`config.mk`:
```
export PLATFORM = sky130hd
export DESIGN_NAME = fmap_serializer
export DESIGN_NICKNAME = d
export VERILOG_FILES = /design/src/rtl/cnn_pkg.sv /design/src/rtl/fmap_bank.sv /design/src/rtl/fmap_serializer.sv
export SDC_FILE = /design/constraint.sdc
export NUM_CORES = 2
export LEC_CHECK = 0
export CORE_MARGIN = 5
export CORE_UTILIZATION = 41
export DETAILED_ROUTE_END_ITERATION = 10
export PLACE_DENSITY_LB_ADDON = 0.08
export REMOVE_ABC_BUFFERS = 1
export SYNTH_ARGS = -nofsm -noshare
export SYNTH_HDL_FRONTEND = slang
export SYNTH_HIERARCHICAL = 1
export SYNTH_SLANG_ARGS = --single-unit
```
`constraint.sdc`:
```
create_clock -name clk -period 4.8 [get_ports clk]
set_input_delay 0.96 -clock clk [delete_from_list [all_inputs] [get_ports clk]]
set_output_delay 0.96 -clock clk [all_outputs]
set_load 0.005 [all_outputs]
```
`src/rtl/cnn_pkg.sv`:
```
// rtl/cnn_pkg.sv - shared CNN constants, layer geometry and serializer state type
package cnn_pkg;

    localparam int DATA_BITS   = 12;
    localparam int FILTER_SIZE = 3;

    localparam int L1_WIDTH    = 8;
    localparam int L1_HEIGHT   = 8;
    localparam int L1_CHANNELS = 3;

    typedef enum logic {
        ST_FILL  = 1'b0,
        ST_DRAIN = 1'b1
    } fmap_state_t;

    // Counter width that stays at least one bit for degenerate sizes.
    function automatic int clog2_min1(input int n);
        return (n > 1) ? $clog2(n) : 1;
    endfunction

endpackage

```
`src/rtl/fmap_bank.sv`:
```
// rtl/fmap_bank.sv - multi-lane feature-map buffer with one registered read port
//
// Ports:
//   clk, rst_n            clock, synchronous active-low reset (read register only)
//   wr_en, wr_addr        write every lane at pixel address wr_addr
//   wr_data               one sample per lane
//   rd_en, rd_addr        read address {channel, pixel}; rd_data updates only on rd_en
//   rd_data               registered read sample, holds when rd_en is low
module fmap_bank #(
    parameter int CHANNELS  = 3,
    parameter int NPIX      = 64,
    parameter int DATA_BITS = 12,
    parameter int CH_W      = 2,
    parameter int PIX_W     = 6
) (
    input  logic                               clk,
    input  logic                               rst_n,
    input  logic                               wr_en,
    input  logic [PIX_W-1:0]                   wr_addr,
    input  logic [CHANNELS-1:0][DATA_BITS-1:0] wr_data,
    input  logic                               rd_en,
    input  logic [CH_W+PIX_W-1:0]              rd_addr,
    output logic [DATA_BITS-1:0]               rd_data
);

    logic [DATA_BITS-1:0] mem [CHANNELS][NPIX];
    logic [CH_W-1:0]      rd_ch;
    logic [PIX_W-1:0]     rd_pix;

    assign {rd_ch, rd_pix} = rd_addr;

    // Storage itself is never reset; only the output register is.
    always_ff @(posedge clk) begin
        if (wr_en) begin
            for (int c = 0; c < CHANNELS; c++) begin
                mem[c][wr_addr] <= wr_data[c];
            end
        end
    end

    always_ff @(posedge clk) begin
        if (!rst_n) begin
            rd_data <= '0;
        end else if (rd_en) begin
            rd_data <= mem[rd_ch][rd_pix];
        end
    end

endmodule

```
`src/rtl/fmap_serializer.sv`:
```
// rtl/fmap_serializer.sv - buffers one parallel-lane frame, then streams it channel by channel
//
// Ports:
//   clk, rst_n                  clock, synchronous active-low reset
//   valid_in, data_in_0..2      one conv result per lane for the current raster pixel
//   out_ready                   downstream accepts data_out this cycle
//   data_out, valid_out, ch_idx serialized sample, its valid flag and channel
//   frame_done                  pulse the cycle after the last sample is accepted
//   overflow                    sticky: an input arrived while draining
module fmap_serializer #(
    parameter int WIDTH     = cnn_pkg::L1_WIDTH,
    parameter int HEIGHT    = cnn_pkg::L1_HEIGHT,
    parameter int CHANNELS  = cnn_pkg::L1_CHANNELS,
    parameter int DATA_BITS = cnn_pkg::DATA_BITS
) (
    input  logic                 clk,
    input  logic                 rst_n,
    input  logic                 valid_in,
    input  logic [DATA_BITS-1:0] data_in_0,
    input  logic [DATA_BITS-1:0] data_in_1,
    input  logic [DATA_BITS-1:0] data_in_2,
    input  logic                 out_ready,
    output logic [DATA_BITS-1:0] data_out,
    output logic                 valid_out,
    output logic [1:0]           ch_idx,
    output logic                 frame_done,
    output logic                 overflow
);

    import cnn_pkg::*;

    localparam int NPIX  = WIDTH * HEIGHT;
    localparam int PIX_W = clog2_min1(NPIX);
    localparam int X_W   = clog2_min1(WIDTH);
    localparam int Y_W   = clog2_min1(HEIGHT);
    localparam int CH_W  = clog2_min1(CHANNELS);

    localparam logic [PIX_W-1:0] WR_LAST = PIX_W'(NPIX - 1);
    localparam logic [X_W-1:0]   X_LAST  = X_W'(WIDTH - 1);
    localparam logic [Y_W-1:0]   Y_LAST  = Y_W'(HEIGHT - 1);
    localparam logic [CH_W-1:0]  CH_LAST = CH_W'(CHANNELS - 1);

    fmap_state_t                        state;
    logic [PIX_W-1:0]                   wr_cnt;
    logic [X_W-1:0]                     rd_x;
    logic [Y_W-1:0]                     rd_y;
    logic [CH_W-1:0]                    rd_ch;
    // Set once the final address has been read into the output register;
    // from then on a transfer ends the frame instead of fetching.
    logic                               last_fetched;

    logic [CHANNELS-1:0][DATA_BITS-1:0] lanes;
    logic [PIX_W-1:0]                   rd_pix;
    logic                               wr_en;
    logic                               fetch;
    logic                               rd_is_last;

    assign lanes[0] = data_in_0;
    if (CHANNELS > 1) begin : g_lane1
        assign lanes[1] = data_in_1;
    end
    if (CHANNELS > 2) begin : g_lane2
        assign lanes[2] = data_in_2;
    end

    assign rd_pix     = PIX_W'(rd_y) * PIX_W'(WIDTH) + PIX_W'(rd_x);
    assign rd_is_last = (rd_x == X_LAST) && (rd_y == Y_LAST) && (rd_ch == CH_LAST);
    assign wr_en      = (state == ST_FILL) && valid_in;

    // Fetch into the output register when it is empty (first DRAIN cycle)
    // or is being emptied this cycle, which gives one sample per cycle.
    assign fetch = (state == ST_DRAIN) && !last_fetched && (!valid_out || out_ready);

    fmap_bank #(
        .CHANNELS  (CHANNELS),
        .NPIX      (NPIX),
        .DATA_BITS (DATA_BITS),
        .CH_W      (CH_W),
        .PIX_W     (PIX_W)
    ) u_bank (
        .clk     (clk),
        .rst_n   (rst_n),
        .wr_en   (wr_en),
        .wr_addr (wr_cnt),
        .wr_data (lanes),
        .rd_en   (fetch),
        .rd_addr ({rd_ch, rd_pix}),
        .rd_data (data_out)
    );

    always_ff @(posedge clk) begin
        if (!rst_n) begin
            state        <= ST_FILL;
            wr_cnt       <= '0;
            rd_x         <= '0;
            rd_y         <= '0;
            rd_ch        <= '0;
            last_fetched <= 1'b0;
            valid_out    <= 1'b0;
            ch_idx       <= 2'd0;
            frame_done   <= 1'b0;
            overflow     <= 1'b0;
        end else begin
            frame_done <= 1'b0;
            case (state)
                ST_FILL: begin
                    if (valid_in) begin
                        if (wr_cnt == WR_LAST) begin
                            wr_cnt <= '0;
                            state  <= ST_DRAIN;
                        end else begin
                            wr_cnt <= wr_cnt + 1'b1;
                        end
                    end
                end
                ST_DRAIN: begin
                    if (valid_in) begin
                        overflow <= 1'b1;
                    end
                    if (fetch) begin
                        // Counters advance past the final address back to zero,
                        // so they are already cleared when the frame ends.
                        if (rd_x == X_LAST) begin
                            rd_x <= '0;
                            if (rd_y == Y_LAST) begin
                                rd_y  <= '0;
                                rd_ch <= (rd_ch == CH_LAST) ? '0 : rd_ch + 1'b1;
                            end else begin
                                rd_y <= rd_y + 1'b1;
                            end
                        end else begin
                            rd_x <= rd_x + 1'b1;
                        end
                        last_fetched <= rd_is_last;
                        valid_out    <= 1'b1;
                        ch_idx       <= 2'(rd_ch);
                    end else if (valid_out && out_ready) begin
                        valid_out    <= 1'b0;
                        frame_done   <= 1'b1;
                        last_fetched <= 1'b0;
                        state        <= ST_FILL;
                    end
                end
                default: state <= ST_FILL;
            endcase
        end
    end

endmodule

```
### Word-level counts from Yosys, hierarchy flattened

Memories as Yosys holds them, arrays and structs flattened. A register that Yosys moved wholly into a read port is not among the register bits.
Cells that the tools add are included.

| word-level totals | value |
|---|---|
| memories | 1 |
| flip-flop bits (word level) | 33 |
| output and inout port bits | 17 |
| word-level logic and storage cells | 68 |
| RAM bits | 2304 |

Memories:

| name | words | width | read ports | clocked after Yosys merged registers in | wr ports | line | text |
|---|---|---|---|---|---|---|---|
| u_bank.mem | 3 | 768 | 1 | 1 | 3 | fmap_bank.sv:26 | `logic [DATA_BITS-1:0] mem [CHANNELS][NPIX];` |

| cells by class | value |
|---|---|
| reductions and logical operators | 18 |
| mux-type cells | 22 |
| eq/ne operators | 4 |
| magnitude comparators | 3 |
| bitwise logic cells | 4 |
| add/subtract/negate cells | 5 |

Operator list:

| operator | count |
|---|---|
| 768-bit 2-to-1 mux | 1 |
| 12-bit binary-select mux with 6-bit select | 1 |
| 12-bit demux with 6-bit select | 1 |
| 12-bit 2-to-1 mux | 3 |
| 7-bit greater-or-equal comparator (second input constant) | 2 |
| 6-bit NOT with 7-bit output | 2 |
| 1-bit 2-to-1 mux | 9 |
| 2-bit AND reduction | 4 |
| 1-bit logical AND | 7 |
| 7-bit by 1-bit < comparator with 1-bit output (second input constant) | 1 |
| 3-bit by 1-bit adder with 3-bit output (second input constant) | 2 |
| 6-bit by 1-bit adder with 6-bit output (second input constant) | 1 |
| 6-bit by 3-bit adder with 6-bit output | 1 |
| 3-bit equality test (second input constant) | 2 |
| 6-bit equality test (second input constant) | 1 |
| 2-bit 2-to-1 mux | 3 |
| 3-bit 2-to-1 mux | 2 |
| 6-bit 2-to-1 mux | 1 |
| 4-bit AND reduction | 1 |
| 3-bit AND reduction | 1 |
| 3-bit OR reduction | 1 |
| 2-bit by 1-bit adder with 2-bit output (second input constant) | 1 |
| 2-bit equality test (second input constant) | 1 |
| 1-bit logical NOT | 2 |
| other kinds (4) | 5 |

### Depth between registers and ports, before layout

| depth | value |
|---|---|
| word-level depth | 6 |
| mapped depth | 13 |
| gate-level depth less buffers | 7 |

### Hierarchy

Netlist, hierarchy kept.

By module, submodules not included:

| module | sequential area each (µm²) | area each (µm²) | cells an instance | times used |
|---|---|---|---|---|
| fmap_bank | 69426.6 | 90247.8 | 4430 | 1 |
| fmap_serializer | 420.4 | 1002.2 | 117 | 1 |

### Worst setup path before layout

OpenSTA, ideal clock, no wires.

| timing | value |
|---|---|
| path kind | input port to flip-flop |
| start point | in valid_in |
| end point | mem u_bank/mem[0][732] (netlist bit) (enable) |
| arrival | 4053 ps |
| data required time | 4326 ps |
| setup slack | 273 ps |
| stages on the path | 5 |
| cells stage by stage | nand2b_4 -> inv_1 -> nor3b_1 -> nand3b_1 -> nor3_1 |

RTL lines:

| item | line | text |
|---|---|---|
| from (decl) | fmap_serializer.sv:18 | `input logic valid_in,` |
| to (decl) | fmap_bank.sv:26 |  |

### Worst setup path after layout

| timing | value |
|---|---|
| start point | reg rd_x[1] |
| end point | reg u_bank.rd_data[9] |

| on the way | value |
|---|---|
| cells in the longest elaborated chain, start to end | 5 |

Ends and longest elaborated chain:

| item | line | text |
|---|---|---|
| from (decl) | fmap_serializer.sv:45 | `logic [X_W-1:0] rd_x;` |
| from (signal assigned) | fmap_serializer.sv:132 | `rd_x <= rd_x + 1'b1;` |
| 6-bit by 3-bit adder with 6-bit output | fmap_serializer.sv:66 | `assign rd_pix = PIX_W'(rd_y) * PIX_W'(WIDTH) + PIX_W'(rd_x);` |
| 6-bit NOT with 7-bit output (not written as such) | fmap_bank.sv:45 | `rd_data <= mem[rd_ch][rd_pix];` |
| 12-bit binary-select mux with 6-bit select | fmap_bank.sv:45 |  |
| 12-bit 2-to-1 mux (not written as such) (2 in a row) | fmap_bank.sv:45 |  |
| to (signal assigned) | fmap_bank.sv:45 |  |
| to (decl) | fmap_bank.sv:23 | `output logic [DATA_BITS-1:0] rd_data` |

No other way between the ends. The select of a mux whose other input is x is not followed.
A chain may end at the register's enable or synchronous reset.

==> impl_metrics.toml <==
[status]
run_status = "complete, but fails checks"
violations = "capacitance limit, slew limit"

[synthesis]
ys.flop_type = "edfxtp_1"
yosysTopAreaCell = "edfxtp_1"
synth_seq_cells = 2337
synth_area_leaders = "edfxtp_1, mux4_2, mux2i_1, mux2_2, a21oi_1"
syn_inst = 4547
synth.top_cell.area_share = 0.758
syn_area_um2 = 91300
yosysWarnings = 6
synthDistinctLibCells = 80
synth_area_per_cell_um2 = 20.1
synthArstFlopShare = 0
synth_edf_count = 2304
yosysSeqAreaShare = 0.765

[routing]
drt-total-wl_um = 293000
first_pass_iters = 5
ant_nets = 0
drc = 0
wl_per_cell_um = 36.2
drt_iter0_drc = 5373
vias = 48100
viasPerCell = 5.95

[worst_setup_path]
crit_path_max_incr_delay_ps = 1430
worstPathArrival_ps = 5390
start_kind = "register"
crit_chain = "buf_4 -> nand2b_1 -> buf_4 -> o22ai_1 -> or3_1 -> o211ai_1 -> a31oi_1 -> nor4_1 -> nor3_1"
worst-path-max-fanout = 31
critPathKind = "register to register"
critPathMostFrequentCell = "buf_4"
required_ps = 5520
worst_setup_path_end_kind = "register"
cp_slowest_cell = "nor4_1"

[floorplan]
pin_count = 57
start_util = 0.411
die_h_um = 482
rows = 173
die_area_um2 = 232000
fp.coreArea_um2 = 222000
die_width_um = 482

[global_route]
antenna_found_initial = 31
grt_pass1_wl_um = 403000
use_met2 = 0.412
grt_max_degree = 104
grt-ovfl-total = 0
grtUsageMet1 = 0.353
grt_pass1_vias = 47500
grt_use_total = 0.251
met3_usage = 0.0329
grt.busiest_layer = "met2"

[clocking]
cts_tree = "built"
clk_root_buffer_cell = "clkbuf_16"
hold_buffers = 0
path_clk_slew_ps = 60
cts_resized = 0
cts.sinks = 2337
clk_latency_ps = 930
clock_path_buffers = 4
post_cts.repair.setup_buffers = 0
htree_levels = 5
numCtsBuffers = 276

[worst_hold_path]
hold_path_class = "input port to register"

[sta]
holdWs_ps = 382
rsz0062_at_grt = "false"
drv_slew = 2
tightestPinTransition_ps = 1790
layout_min_cycle_time_ps = 4670
final-hold-violation-count = 0
fmax_ghz = 0.214
slew_headroom = -0.206
fin_skew_ps = 44.2
fin_crit_sh = 0.973
setup_viol = 0

[cells_and_area]
final_common_cell = "edfxtp_1"
finalNetCount = 4962
area_growth_pct = 15.2
nFillCells = 18500
drive_gt1_frac = 0.234
final_cell_mix = "edfxtp_1, mux2i_1, mux4_2, clkbuf_16, buf_4"

[power_and_ir_drop]
ir_drop_uv = 359
p_leak_uw = 0.0315
power_density_nw_per_um2 = 401
fin_total_pwr_uw = 42100

[placement]
dp_hpwl_um = 177000
port_buffers = 56
place.gp.congestion = 0.849

[run]
cap_viol_max_count = 1
area by class of cell:
class | count | area (µm²) | area share
Sequential cell | 2337 | 69900 | 0.665
Timing Repair Buffer | 367 | 3540 | 0.0337
Clock buffer | 366 | 7400 | 0.0704
Antenna cell | 13 | 32.5 | 0.000310
Tap cell | 2975 | 3720 | 0.0354
Clock inverter | 93 | 551 | 0.00524
Inverter | 9 | 36.3 | 0.000345
Multi-Input combinational cell | 1926 | 19900 | 0.190
sequential cells by signal, indices dropped and copies added (netlist names):
register        count
last_fetched        1
rd_y                3
ch_idx              2
state               1
rd_x                3
valid_out           1
u_bank/rd_data     12
wr_cnt              6
u_bank/mem       2304
frame_done          1
rd_ch               2
overflow            1
report_power, final:
group | total (µW) | switching, µW | internal [µW] | leakage, µW
combinational | 692 | 609 | 83.6 | 0.00659
sequential | 22500 | 17.8 | 22500 | 0.0210
clock | 18900 | 7910 | 11000 | 0.00387
total | 42100 | 8540 | 33600 | 0.0315
synthesized netlist by cell type (47+ instances only):
master       n
clkbuf_1    85
edfxtp_1  2304
buf_6       65
nor2_1     136
mux2i_1    378
a22oi_1     51
o22ai_1     54
o21ai_0    140
mux2_2      79
nand2_1    132
mux4_2     339
a21oi_1    161
buf_4       48
buf_2       47
logic make-up (layout without fill, tap and decap cells):
family,count (synthesis),in the layout,share of synthesized area
other,0,13,0
DFF,2337,2337,0.765
AOI/OAI and AO/OA,630,630,0.0447
xor gates and xnor gates,1,1,0.0000960
muxes,825,825,0.143
and+or+nand+nor,465,465,0.0239
adders and majority gates,5,5,0.000686
buffers and inverters,284,835,0.0221
worst max-delay path: cells and delay by family (launching register included):
| family | cells | cell delay [ps] |
|---|---|---|
| simple gates | 4 | 2520 |
| flops | 1 | 760 |
| buf+inv | 2 | 730 |
| compound gates | 3 | 390 |
stage by stage:
step	setup TNS [ps]	utilization	std cells	setup slack (ps)	instance area, µm²
global placement	-15.0	0.438	7613	-15.0	97100
finish	0	0.474	8086	129	105000
global route	0	0.473	8075	396	105000
CTS	0	0.473	8073	470	105000
floorplan	-468580	-	4272	-25090	89300
detailed placement	0	0.438	7614	200	97100
path summary, 6_finish.rpt:
path | end | startpoint | slack [ps] | depth (start not counted)
setup reg to reg | u_bank/rd_data[9] | rd_x[1] | 130 | 9
hold / removal | u_bank/mem[1][255] | data_in_1[3] | 380 | 1
setup / recovery | u_bank/rd_data[9] | rd_x[1] | 130 | 9
hold reg to reg | overflow | overflow | 470 | 2
layer usage:
metal	routed length [µm]	part of all wire
met2	143000	0.49
met3	17900	0.061
met4	8920	0.030
met5	9	0.000031
met1	123000	0.42
(Power assumes the default switching activity.)
